==> config.mk <==
export PLATFORM = sky130hd
export DESIGN_NAME = pac_beat_mux
export DESIGN_NICKNAME = d
export VERILOG_FILES = /design/src/rtl/pac_beat_mux.sv
export SDC_FILE = /design/constraint.sdc
export NUM_CORES = 1
export LEC_CHECK = 0
export ABC_AREA = 1
export CAP_MARGIN = 20
export CORE_MARGIN = 8
export CORE_UTILIZATION = 40
export CTS_BUF_LIST = sky130_fd_sc_hd__clkbuf_2 sky130_fd_sc_hd__clkbuf_4 sky130_fd_sc_hd__clkbuf_8
export DETAILED_ROUTE_END_ITERATION = 8
export GPL_TIMING_DRIVEN = 0
export HOLD_SLACK_MARGIN = 0.05
export PLACE_DENSITY = 0.68
export SLEW_MARGIN = 20
export SYNTH_ARGS = -nofsm -noshare
export SYNTH_HDL_FRONTEND = slang
export SYNTH_HIERARCHICAL = 1
export SYNTH_SLANG_ARGS = --single-unit
==> constraint.sdc <==
create_clock -name clk_i -period 1.9 [get_ports clk_i]
set_input_delay 0.19 -clock clk_i [delete_from_list [all_inputs] [get_ports clk_i]]
set_output_delay 0.19 -clock clk_i [all_outputs]
set_load 0.03 [all_outputs]
==> src/rtl/pac_beat_mux.sv <==
// pac_beat_mux: sits behind the weighted round-robin arbiter. Steers the
// granted requester's beat into a 2-entry {id,data} output buffer, returns
// the beat handshake to the arbiter, and keeps per-requester saturating beat
// counters plus a sticky grant-protocol error flag.
//
// Ports:
//   clk_i, rst_i          clock, synchronous active-high reset
//   grant_i, grant_idx_i  one-hot grant and its index from the arbiter
//   src_valid_i/data_i    per-requester beat valid / flattened data
//   src_ready_o           per-requester beat accepted strobe
//   arb_src_valid_o       granted-index valid, back to the arbiter
//   arb_sink_ready_o      buffer has room, back to the arbiter
//   m_valid/data/id_o     registered output stream, m_ready_i from sink
//   cnt_sel_i, cnt_o      debug read of one beat counter
//   clr_i, err_o          clear counters/error, sticky protocol error

// Per-requester saturating beat counter.
module pac_beat_cnt #(
  parameter int CW = 8
) (
  input  logic          clk_i,
  input  logic          rst_i,
  input  logic          clr_i,
  input  logic          inc_i,
  output logic [CW-1:0] cnt_o
);
  always_ff @(posedge clk_i) begin
    if (rst_i || clr_i)               cnt_o <= '0;
    else if (inc_i && (cnt_o != '1))  cnt_o <= cnt_o + 1'b1;
  end
endmodule

module pac_beat_mux #(
  parameter int N         = 4,
  parameter int IDX_WIDTH = 2,
  parameter int DW        = 8,
  parameter int CW        = 8
) (
  input  logic                 clk_i,
  input  logic                 rst_i,
  input  logic [N-1:0]         grant_i,
  input  logic [IDX_WIDTH-1:0] grant_idx_i,
  input  logic [N-1:0]         src_valid_i,
  input  logic [N*DW-1:0]      src_data_i,
  output logic [N-1:0]         src_ready_o,
  output logic                 arb_src_valid_o,
  output logic                 arb_sink_ready_o,
  output logic                 m_valid_o,
  output logic [DW-1:0]        m_data_o,
  output logic [IDX_WIDTH-1:0] m_id_o,
  input  logic                 m_ready_i,
  input  logic [IDX_WIDTH-1:0] cnt_sel_i,
  output logic [CW-1:0]        cnt_o,
  input  logic                 clr_i,
  output logic                 err_o
);

  typedef struct packed {
    logic [IDX_WIDTH-1:0] id;
    logic [DW-1:0]        data;
  } beat_t;

  logic [N-1:0][DW-1:0] src_data;
  logic [N-1:0][CW-1:0] cnt_q;
  logic [1:0]           occ_q;
  beat_t                head_q, tail_q, in_beat;
  logic                 push, pop, proto_err;

  assign src_data = src_data_i;

  // Indexed by grant_idx_i only: the arbiter's grant is a function of this,
  // so touching grant_i here would close a combinational loop.
  assign arb_src_valid_o  = src_valid_i[grant_idx_i];
  // Room is judged on registered occupancy, so no path from m_ready_i.
  assign arb_sink_ready_o = (occ_q != 2'd2);

  // Reset gating keeps src_ready_o low while held in reset.
  assign push = !rst_i && grant_i[grant_idx_i] && src_valid_i[grant_idx_i]
                && arb_sink_ready_o;
  assign pop  = (occ_q != 2'd0) && m_ready_i;

  always_comb begin
    src_ready_o = '0;
    if (push) src_ready_o[grant_idx_i] = 1'b1;
    in_beat.id   = grant_idx_i;
    in_beat.data = src_data[grant_idx_i];
  end

  // Head/tail buffer: head is always the oldest beat and directly drives m_*.
  always_ff @(posedge clk_i) begin
    if (rst_i) begin
      occ_q  <= 2'd0;
      head_q <= '0;
      tail_q <= '0;
    end else begin
      case (occ_q)
        2'd0: begin
          if (push) begin
            head_q <= in_beat;
            occ_q  <= 2'd1;
          end
        end
        2'd1: begin
          case ({push, pop})
            2'b11: head_q <= in_beat;            // pass-through, stays at 1
            2'b10: begin tail_q <= in_beat; occ_q <= 2'd2; end
            2'b01: occ_q <= 2'd0;
            default: ;
          endcase
        end
        default: begin                           // full: push is blocked
          if (pop) begin
            head_q <= tail_q;
            occ_q  <= 2'd1;
          end
        end
      endcase
    end
  end

  assign m_valid_o = (occ_q != 2'd0);
  assign m_data_o  = head_q.data;
  assign m_id_o    = head_q.id;

  // Multiple grants, or a grant that disagrees with the index.
  assign proto_err = ($countones(grant_i) > 1) ||
                     ((grant_i != '0) && !grant_i[grant_idx_i]);

  always_ff @(posedge clk_i) begin
    if (rst_i || clr_i) err_o <= 1'b0;
    else if (proto_err) err_o <= 1'b1;
  end

  for (genvar g = 0; g < N; g++) begin : g_cnt
    pac_beat_cnt #(.CW(CW)) u_cnt (
      .clk_i (clk_i),
      .rst_i (rst_i),
      .clr_i (clr_i),
      .inc_i (src_ready_o[g]),
      .cnt_o (cnt_q[g])
    );
  end

  assign cnt_o = cnt_q[cnt_sel_i];

endmodule

==> results of run 1 <==
synth_stat cells, types with 5 or more instances:
| cell | instances |
|---|---|
| ha_1 | 5 |
| a21oi_1 | 33 |
| clkbuf_1 | 6 |
| nand2_1 | 158 |
| nand3b_2 | 5 |
| nor2_1 | 119 |
| nor3_1 | 6 |
| dfxtp_1 | 55 |
| buf_6 | 6 |
| nor2_8 | 5 |
| o22ai_1 | 8 |
| nand2_2 | 6 |
| nand3b_1 | 6 |
| nand3_1 | 34 |
| inv_1 | 51 |
| o21ai_0 | 24 |
| inv_2 | 6 |
worst min-delay path, delay by kind of cell:
kind | cells | cell delay (ps)
and+or+nand+nor | 3 | 210
buffers and inverters | 2 | 140
report_power, final:
group	internal [mW]	switching (mW)
logic	0.258	0.327
clock network	0.402	0.374
registers	1.17	0.0124
total	1.83	0.713
area by class of cell:
class / count / area, sq um
plain buffers: 15 / 125
clock buffers: 6 / 76.3
clock inverters: 1 / 30.0
fillers: 875 / 3960
inverters: 61 / 236
multi-input cells: 436 / 2190
flip-flops and latches: 55 / 1100
well taps: 108 / 135
repair buffers: 86 / 821
what timing repair did:
| item | CTS | global route |
|---|---|---|
| endpoints found under the setup margin | 63 | 23 |
| resized for setup | 64 | 12 |
| pin swaps | 9 | 5 |
| buffers inserted | 12 | 2 |
worst max path at each step:
stage | end | slack, ps | cells past startpoint
global route | g_cnt[0].u_cnt/cnt_o[5] | -1 | 15
detailed placement | src_ready_o[0] | -1180 | 5
global placement | src_ready_o[0] | -1180 | 5
floorplan | g_cnt[0].u_cnt/cnt_o[5] | -150 | 17
finish | arb_src_valid_o | 70 | 8
CTS | cnt_o[4] | 2 | 5
kinds of logic after synthesis:
logic type | count (synthesis) | synth area share
simple gates | 360 | 0.467
buf+inv | 76 | 0.0949
compound gates | 70 | 0.104
flops | 55 | 0.311
fa+ha+maj | 6 | 0.0233
per-layer routing:
layer | share of wire | track usage | wire length (microns) | vias up
met4 | 0.011 | 0.0438 | 110 | 0
met2 | 0.47 | 0.277 | 4680 | 96
li1 | - | - | - | 1975
met5 | 0 | 0 | 0 | -
met1 | 0.45 | 0.205 | 4520 | 1690
met3 | 0.062 | 0.0442 | 618 | 11
state kept, by name, indices dropped and copies added, names as in the netlist:
name and count:
g_cnt.u_cnt/cnt_o 32, tail_q 10, m_data_o 8, m_id_o 2
occ_q 2, err_o 1
metrics by stage:
stage	setup TNS, ps	cells	utilization	area [sq um]	total power [mW]
3_3_place_gp	-37230	747	0.517	4490	1.78
3_5_place_dp	-38600	747	0.517	4490	1.78
4_1_cts	0	766	0.540	4690	2.57
2_1_floorplan	-981	567	-	3630	1.53
5_1_grt	-1.46	768	0.543	4720	2.66
6_report	0	768	0.543	4720	2.55
==> results.yml, run 1 <==
job:
  maxCapViolCount: 0
die:
  die_y_microns: 110
  fp.dieW_microns: 110
  core_area_sq_mm: 0.00868
  io_pins: 74
  start_util: 0.409
  num_rows: 34
  die_area_sq_mm: 0.0121
placed_design:
  io_buffers: 72
  post-place-ws_ps: -1180
  dp_hpwl_mm: 7.81
  gp_congestion: 0.836
synthesis:
  synth_fp_nets: 621
  ys_ff_latch: 55
  synth_top_cell_area_share: 0.311
  synthCells: 567
  ys_types: 31
  synthTopCellsByArea: "dfxtp_1 31%, nand2_1 17%, nor2_1 13%"
  syn_area_per_cell_sq_um: 6.25
  synth_ff_type: "dfxtp_1"
  ys_seq_area_frac: 0.311
  yosysTopAreaCell: "dfxtp_1"
  yosysWarningCount: 6
  synthArstFlopShare: 0
  syn-cell-area_sq_mm: 0.00355
  synth_edf_count: 0
routing:
  viasPerCell: 4.91
  drt_iter0_drc: 249
  wl_per_cell_microns: 12.9
  ant_nets: 0
  drc: 0
  firstDrtPassIters: 5
  vias: 3772
  drt_wl_total_mm: 9.93
critical_path:
  cp_slowest_cell: "clkdlybuf4s50_1"
  crit_type: "input pin to output pin"
  crit_path_frequent_cell: "buf_4"
  worstReg2RegEnd: "g_cnt[0].u_cnt/cnt_o[5]"
  crit_family: "buffers and inverters"
  cp-startpoint: "src_valid_i[3]"
  timing.rr.start: "occ_q[1]"
  path_max_fanout: 7
  crit_chain: "clkdlybuf4s50_1, inv_1, nand3_1, nand2_2, nor2_8, buf_4, buf_4, clkdlybuf4s15_1"
  start_kind: "input pin"
  critical_path_buf_inv_count: 5
  cp-end-kind: "output pin"
  max_stage_delay_ps: 450
  reg2reg_slack_ps: 150
  worstRegToRegCells: 12
  crit_required_ps: 1710
  arrival_ps: 1640
cts:
  cts_tree: "built"
  clock-root-buffer: "clkbuf_8"
  clock_latency_ps: 300
  htreeDepth: 2
  cts_buffer_depth: 2
  cts-hold-fix-buffers: 0
  cts_made_buffers: 5
  clock-sinks: 55
  path_clk_slew_ps: 100
global_route:
  antenna_found_initial: 0
  grt_overflow: 0
  grt_max_degree: 16
  track_usage: 0.165
  grt_pass1_vias: 3576
  grt_pass1_wl_mm: 16.4
finish:
  antenna_cells: 0
  nets: 714
  area_delta_synth_final_pct: 33.0
  most-common-layout-cells: "154 x nand2_1, 114 x nor2_1, 55 x dfxtp_1"
  final_common_cell: "nand2_1"
  drive_gt1_frac: 0.156
timing:
  fin_skew_ps: 13.0
  setup_viol: 0
  fin_worst_hold_slack_ps: 277
  finalCriticalPeriod_ps: 1830
  setup_slack_ps: 69.4
  finalMaxSlewViolations: 0
  finalCritPeriodShare: 0.963
  max_freq_ghz: 0.546
  tightest_slew_ps: 829
  max_slew_margin: 0.446
  final-hold-violation-count: 0
power:
  leakage_nw: 2.06
  p_per_area_mw_per_mm2: 540
  peakVddDrop_uv: 344
worst_hold_path:
  whs_endpoint: "tail_q[8]"
  hold_class: "input pin to flip-flop"
  min_path_cells: 5
  min-delay-start: "grant_idx_i[0]"
outcome:
  status: "complete, no violations"
Power figures use the tool's default switching activity.
==> inputs of run 2 (changes only) <==
--- a/config.mk
+++ b/config.mk
@@ -14,6 +14,7 @@
 export GPL_TIMING_DRIVEN = 0
 export HOLD_SLACK_MARGIN = 0.05
 export PLACE_DENSITY = 0.68
+export SETUP_SLACK_MARGIN = 0.5
 export SLEW_MARGIN = 20
 export SYNTH_ARGS = -nofsm -noshare
 export SYNTH_HDL_FRONTEND = slang
==> run 2 against run 1 <==
  * Via count is 5.8% higher
  * Global-route usage is 1.4 points higher
  * Wire length is 14% higher
  * Critical endpoint is now src_ready_o[2]
  * Largest cell class unchanged
==> results.yml, run 2 (synthesized netlist as in run 1, its figures left out) <==
timing:
  finalMaxSlewViolations: 0
  final-hold-violation-count: 0
  setup_slack_ps: 305
  max_freq_ghz: 0.627
  rsz0062_at_grt: "yes"
  tightest_slew_ps: 847
  finalCriticalPeriod_ps: 1600
  max_slew_margin: 0.433
  setup_viol: 0
  fin_skew_ps: 13.5
  finalCritPeriodShare: 0.840
finish:
  final_core_util: 0.619
  nets: 731
  antenna_cells: 0
  regArea_sq_mm: 0.00115
  final_area_sq_mm: 0.00537
  finalNonFillerCells: 786
  drive_gt1_frac: 0.345
  final_common_cell: "nand2_1"
  multi_input_area_sq_mm: 0.00263
  regMostFlops: "g_cnt.u_cnt/cnt_o"
  most-common-layout-cells: "122 x nand2_1, 101 x nor2_1, 34 x inv_1, 34 x clkdlybuf4s50_1"
  largest_register_ffs: 32
  area_delta_synth_final_pct: 51.4
  n_fill_cell: 791
critical_path:
  critical_path_buf_inv_count: 3
  timing.rr.start: "occ_q[1]"
  reg2reg_slack_ps: 320
  path_max_fanout: 4
  worstReg2RegEnd: "g_cnt[2].u_cnt/cnt_o[7]"
  crit_chain: "buf_6, nand2_4, nand3_4, nor3_4, buf_6, buf_6"
  crit_type: "flip-flop to output pin"
  crit_path_frequent_cell: "buf_6"
  start_kind: "flip-flop"
  crit_family: "simple AND/OR/NAND/NOR gates"
  cp-end-kind: "output pin"
  cp_slowest_cell: "dfxtp_2"
  crit_required_ps: 1710
  max_stage_delay_ps: 330
  worstRegToRegCells: 13
  arrival_ps: 1410
routing:
  drt_iter0_drc: 225
  firstDrtPassIters: 5
  viasPerCell: 5.08
  drc: 0
  wl_per_cell_microns: 14.4
  drt_wl_total_mm: 11.3
  ant_nets: 0
  vias: 3991
cts:
  cts_made_buffers: 5
  cts_buffer_depth: 2
  path_clk_slew_ps: 100
  cts_tree: "built"
  clock-sinks: 55
  htreeDepth: 2
  cts-hold-fix-buffers: 0
  clock_latency_ps: 320
  clock-root-buffer: "clkbuf_8"
power:
  leakage_nw: 2.40
  peakVddDrop_uv: 291
  p_per_area_mw_per_mm2: 513
die:
  die_y_microns: 110
  die_area_sq_mm: 0.0121
  num_rows: 34
  core_area_sq_mm: 0.00868
  start_util: 0.409
  fp.dieW_microns: 110
  io_pins: 74
global_route:
  grt_max_degree: 17
  grt_pass1_wl_mm: 17.4
  antenna_found_initial: 0
  grt_overflow: 0
  track_usage: 0.179
  grt_pass1_vias: 3765
placed_design:
  gp_congestion: 0.845
  io_buffers: 72
  post-place-ws_ps: -1190
  dp.cells: 747
  dp_hpwl_mm: 7.99
  post_dp_cell_area_sq_mm: 0.00452
worst_hold_path:
  min-delay-start: "grant_i[2]"
  min_path_cells: 4
  whs_endpoint: "err_o"
  hold_class: "input pin to flip-flop"
outcome:
  status: "complete, no violations"
job:
  maxCapViolCount: 0
## run 2: repair_timing
item,CTS,global route
hold endpoints to repair,0,0
buffers inserted,23,8
endpoints found under the setup margin,81,66
gates resized for setup,213,109
pin swaps,45,43
## run 2: layout make-up
| type | instances | share of cell area |
|---|---|---|
| flip-flops and latches | 55 | 0.214 |
| multi-input cells | 436 | 0.489 |
| inverters | 61 | 0.0487 |
| well taps | 108 | 0.0252 |
| clock inverters | 2 | 0.0112 |
| plain buffers | 15 | 0.0273 |
| clock buffers | 6 | 0.0142 |
| repair buffers | 103 | 0.171 |
## run 2: tightest hold or removal path: stages
cell,delay (ps)
buf_2,100
nand2_1,50
nand2_1,50
o31a_1,120
## run 2: worst max path at each step
stage	from	slack, ps	end	cells past startpoint
2_1_floorplan	grant_idx_i[0]	-150	g_cnt[0].u_cnt/cnt_o[5]	17
3_3_place_gp	rst_i	-1190	src_ready_o[0]	5
3_5_place_dp	rst_i	-1190	src_ready_o[0]	5
4_1_cts	occ_q[1]	280	src_ready_o[2]	5
5_1_grt	occ_q[1]	210	g_cnt[2].u_cnt/cnt_o[7]	13
6_report	occ_q[1]	300	src_ready_o[2]	6
## run 2: through the flow
step | hold slack (ps) | setup TNS (ps) | power (mW)
global placement | 451 | -37780 | 1.78
floorplan | 259 | -973 | 1.53
detailed placement | 461 | -38770 | 1.78
CTS | 285 | 0 | 2.76
finish | 234 | 0 | 2.75
global route | 274 | 0 | 2.86
## run 2: per-layer routing
metal	global-route usage	wire length [microns]
met5	0	0
met1	0.216	4860
met3	0.0512	693
met4	0.0609	155
met2	0.298	5640
## run 2: where the power goes
group,internal [mW],switching [mW],leakage (nW)
Clock,0.542,0.414,0.0688
Combinational,0.267,0.353,1.88
Sequential,1.16,0.0124,0.458
==> inputs of run 3 (changes only) <==
--- a/config.mk
+++ b/config.mk
@@ -13,7 +13,7 @@
 export DETAILED_ROUTE_END_ITERATION = 8
 export GPL_TIMING_DRIVEN = 0
 export HOLD_SLACK_MARGIN = 0.05
-export PLACE_DENSITY = 0.68
+export PLACE_DENSITY = 0.65
 export SETUP_SLACK_MARGIN = 0.5
 export SLEW_MARGIN = 20
 export SYNTH_ARGS = -nofsm -noshare
==> constraint.sdc (replaced) <==
create_clock -name clk_i -period 1.66 [get_ports clk_i]
set_input_delay 0.166 -clock clk_i [delete_from_list [all_inputs] [get_ports clk_i]]
set_output_delay 0.166 -clock clk_i [all_outputs]
set_load 0.03 [all_outputs]
==> run 3 against run 2 <==
  * Combinational power is 32% higher
  * Wire length is 3.3% higher
  * Die area stayed put
  * Flip-flop and latch count stayed put
  * First-iteration DRC count is 2.7% lower
  * Design area is 7.2% higher
  * Via count is 3.4% higher
  * Clock-buffer cell count stayed put
  * Hold slack worse by 35 ps
  * Critical path type is now flip-flop to flip-flop
  * Largest cell class unchanged
  * Highest routed layer unchanged
==> results.yml, run 3 (synthesized netlist as in run 1, its figures left out) <==
outcome:
  status: "complete, no violations"
cts:
  clock-sinks: 55
  cts_tree: "built"
  cts_buffer_depth: 2
  path_clk_slew_ps: 100
  cts_made_buffers: 5
  clock-root-buffer: "clkbuf_8"
  htreeDepth: 2
  clock_latency_ps: 300
  cts-hold-fix-buffers: 0
die:
  die_area_sq_mm: 0.0121
  die_y_microns: 110
  core_area_sq_mm: 0.00868
  num_rows: 34
  start_util: 0.409
  fp.dieW_microns: 110
  io_pins: 74
global_route:
  grt_pass1_wl_mm: 18.2
  grt_max_degree: 15
  grt_overflow: 0
  antenna_found_initial: 0
  track_usage: 0.184
  grt_pass1_vias: 3927
power:
  peakVddDrop_uv: 352
  p_per_area_mw_per_mm2: 502
  leakage_nw: 2.46
placed_design:
  dp_hpwl_mm: 7.91
  gp_congestion: 0.798
  io_buffers: 72
  post_dp_cell_area_sq_mm: 0.00458
  post-place-ws_ps: -1350
routing:
  vias: 4126
  drt_wl_total_mm: 11.7
  ant_nets: 0
  drc: 0
  wl_per_cell_microns: 14.5
  drt_iter0_drc: 219
  viasPerCell: 5.11
  firstDrtPassIters: 4
finish:
  nets: 754
  final_core_util: 0.663
  final_common_cell: "nand2_1"
  regMostFlops: "g_cnt.u_cnt/cnt_o"
  multi_input_area_sq_mm: 0.00274
  most-common-layout-cells: "127 x nand2_1, 93 x nor2_1, 39 x buf_6"
  regArea_sq_mm: 0.00117
  n_fill_cell: 734
  largest_register_ffs: 32
  drive_gt1_frac: 0.421
  area_delta_synth_final_pct: 62.3
  antenna_cells: 0
  final_area_sq_mm: 0.00576
critical_path:
  crit_chain: "buf_6, nand2_4, nand3_4, buf_4, nor2_4, buf_6, nand2_2, inv_2, nand2_2, inv_2, nand2_2, nand2_1, nand2_1, nor2_1"
  cp_slowest_cell: "dfxtp_2"
  crit_path_frequent_cell: "nand2_2"
  arrival_ps: 1880
  max_stage_delay_ps: 340
  crit_type: "flip-flop to flip-flop"
  cp-end-kind: "flip-flop"
  path_max_fanout: 4
  start_kind: "flip-flop"
  crit_required_ps: 1900
timing:
  max_freq_ghz: 0.611
  final-hold-violation-count: 0
  max_slew_margin: 0.485
  setup_viol: 0
  tightest_slew_ps: 773
  fin_worst_hold_slack_ps: 199
  finalCriticalPeriod_ps: 1640
  finalMaxSlewViolations: 0
  fin_skew_ps: 7.13
  rsz0062_at_grt: "yes"
  setup_slack_ps: 24.4
  finalCritPeriodShare: 0.985
job:
  maxCapViolCount: 0
worst_hold_path:
  hold_class: "input pin to flip-flop"
==> run 3: changes by cell type in the layout (fill, tap and decap cells not counted), sizes merged <==
| cell | delta |
|---|---|
| clkinv | +1 |
| clkdlybuf4s50 | -1 |
| inv | -1 |
| dlygate4sd2 | -10 |
| clkdlybuf4s15 | +5 |
| clkdlybuf4s18 | +1 |
| clkinvlp | +1 |
| bufinv | -2 |
| buf | +27 |
==> run 3: final cells by class <==
class | count | area share
timing repair buffer | 125 | 0.207
clock buffer | 6 | 0.0133
inverter | 61 | 0.0480
multi-input combinational | 436 | 0.476
sequential | 55 | 0.203
tap | 108 | 0.0235
timing repair inverter | 1 | 0.00130
buffer | 15 | 0.0280
==> run 3: path summary, 6_finish.rpt <==
| kind | startpoint | endpoint | slack [ps] | depth (start not counted) |
|---|---|---|---|---|
| min reg2reg | tail_q[2] | tail_q[2] | 480 | 2 |
| max | occ_q[1] | g_cnt[3].u_cnt/cnt_o[7] | 20 | 14 |
| min | grant_i[2] | err_o | 200 | 4 |
| max reg2reg | occ_q[1] | g_cnt[3].u_cnt/cnt_o[7] | 20 | 14 |
==> run 3: repair_timing <==
item / in CTS / in global routing
gates resized for setup: 309 / 116
pin swaps: 41 / 58
endpoints found under the setup margin: 81 / 74
cloned: 2 / 2
buffers inserted: 34 / 16
==> run 3: power by group <==
part           switching (mW)  total, mW  internal (mW)
Clock                   0.425      0.725          0.300
Combinational           0.449      0.820          0.371
Sequential             0.0158       1.34           1.33
Total                   0.890       2.89           2.00
==> run 3: worst max-delay path: cells and delay by family (launching register included) <==
family | cells | cell delay (ps)
DFF | 1 | 340
buffers and inverters | 5 | 540
and+or+nand+nor | 9 | 690
==> run 3: stage by stage <==
stage / power [mW] / setup TNS (ps) / std cells
6_report: 2.89 / 0 / 807
5_1_grt: 3.03 / -210 / 807
3_3_place_gp: 2.05 / -52870 / 747
2_1_floorplan: 1.77 / -4950 / 567
3_5_place_dp: 2.06 / -52760 / 747
4_1_cts: 2.83 / 0 / 789
==> run 3: metal layers <==
layer | track usage | vias up | wire length [microns]
met4 | 0.0343 | 0 | 97
li1 | - | 2065 | -
met2 | 0.338 | 105 | 6120
met3 | 0.0465 | 12 | 682
met1 | 0.212 | 1944 | 4820
met5 | 0 | - | 0
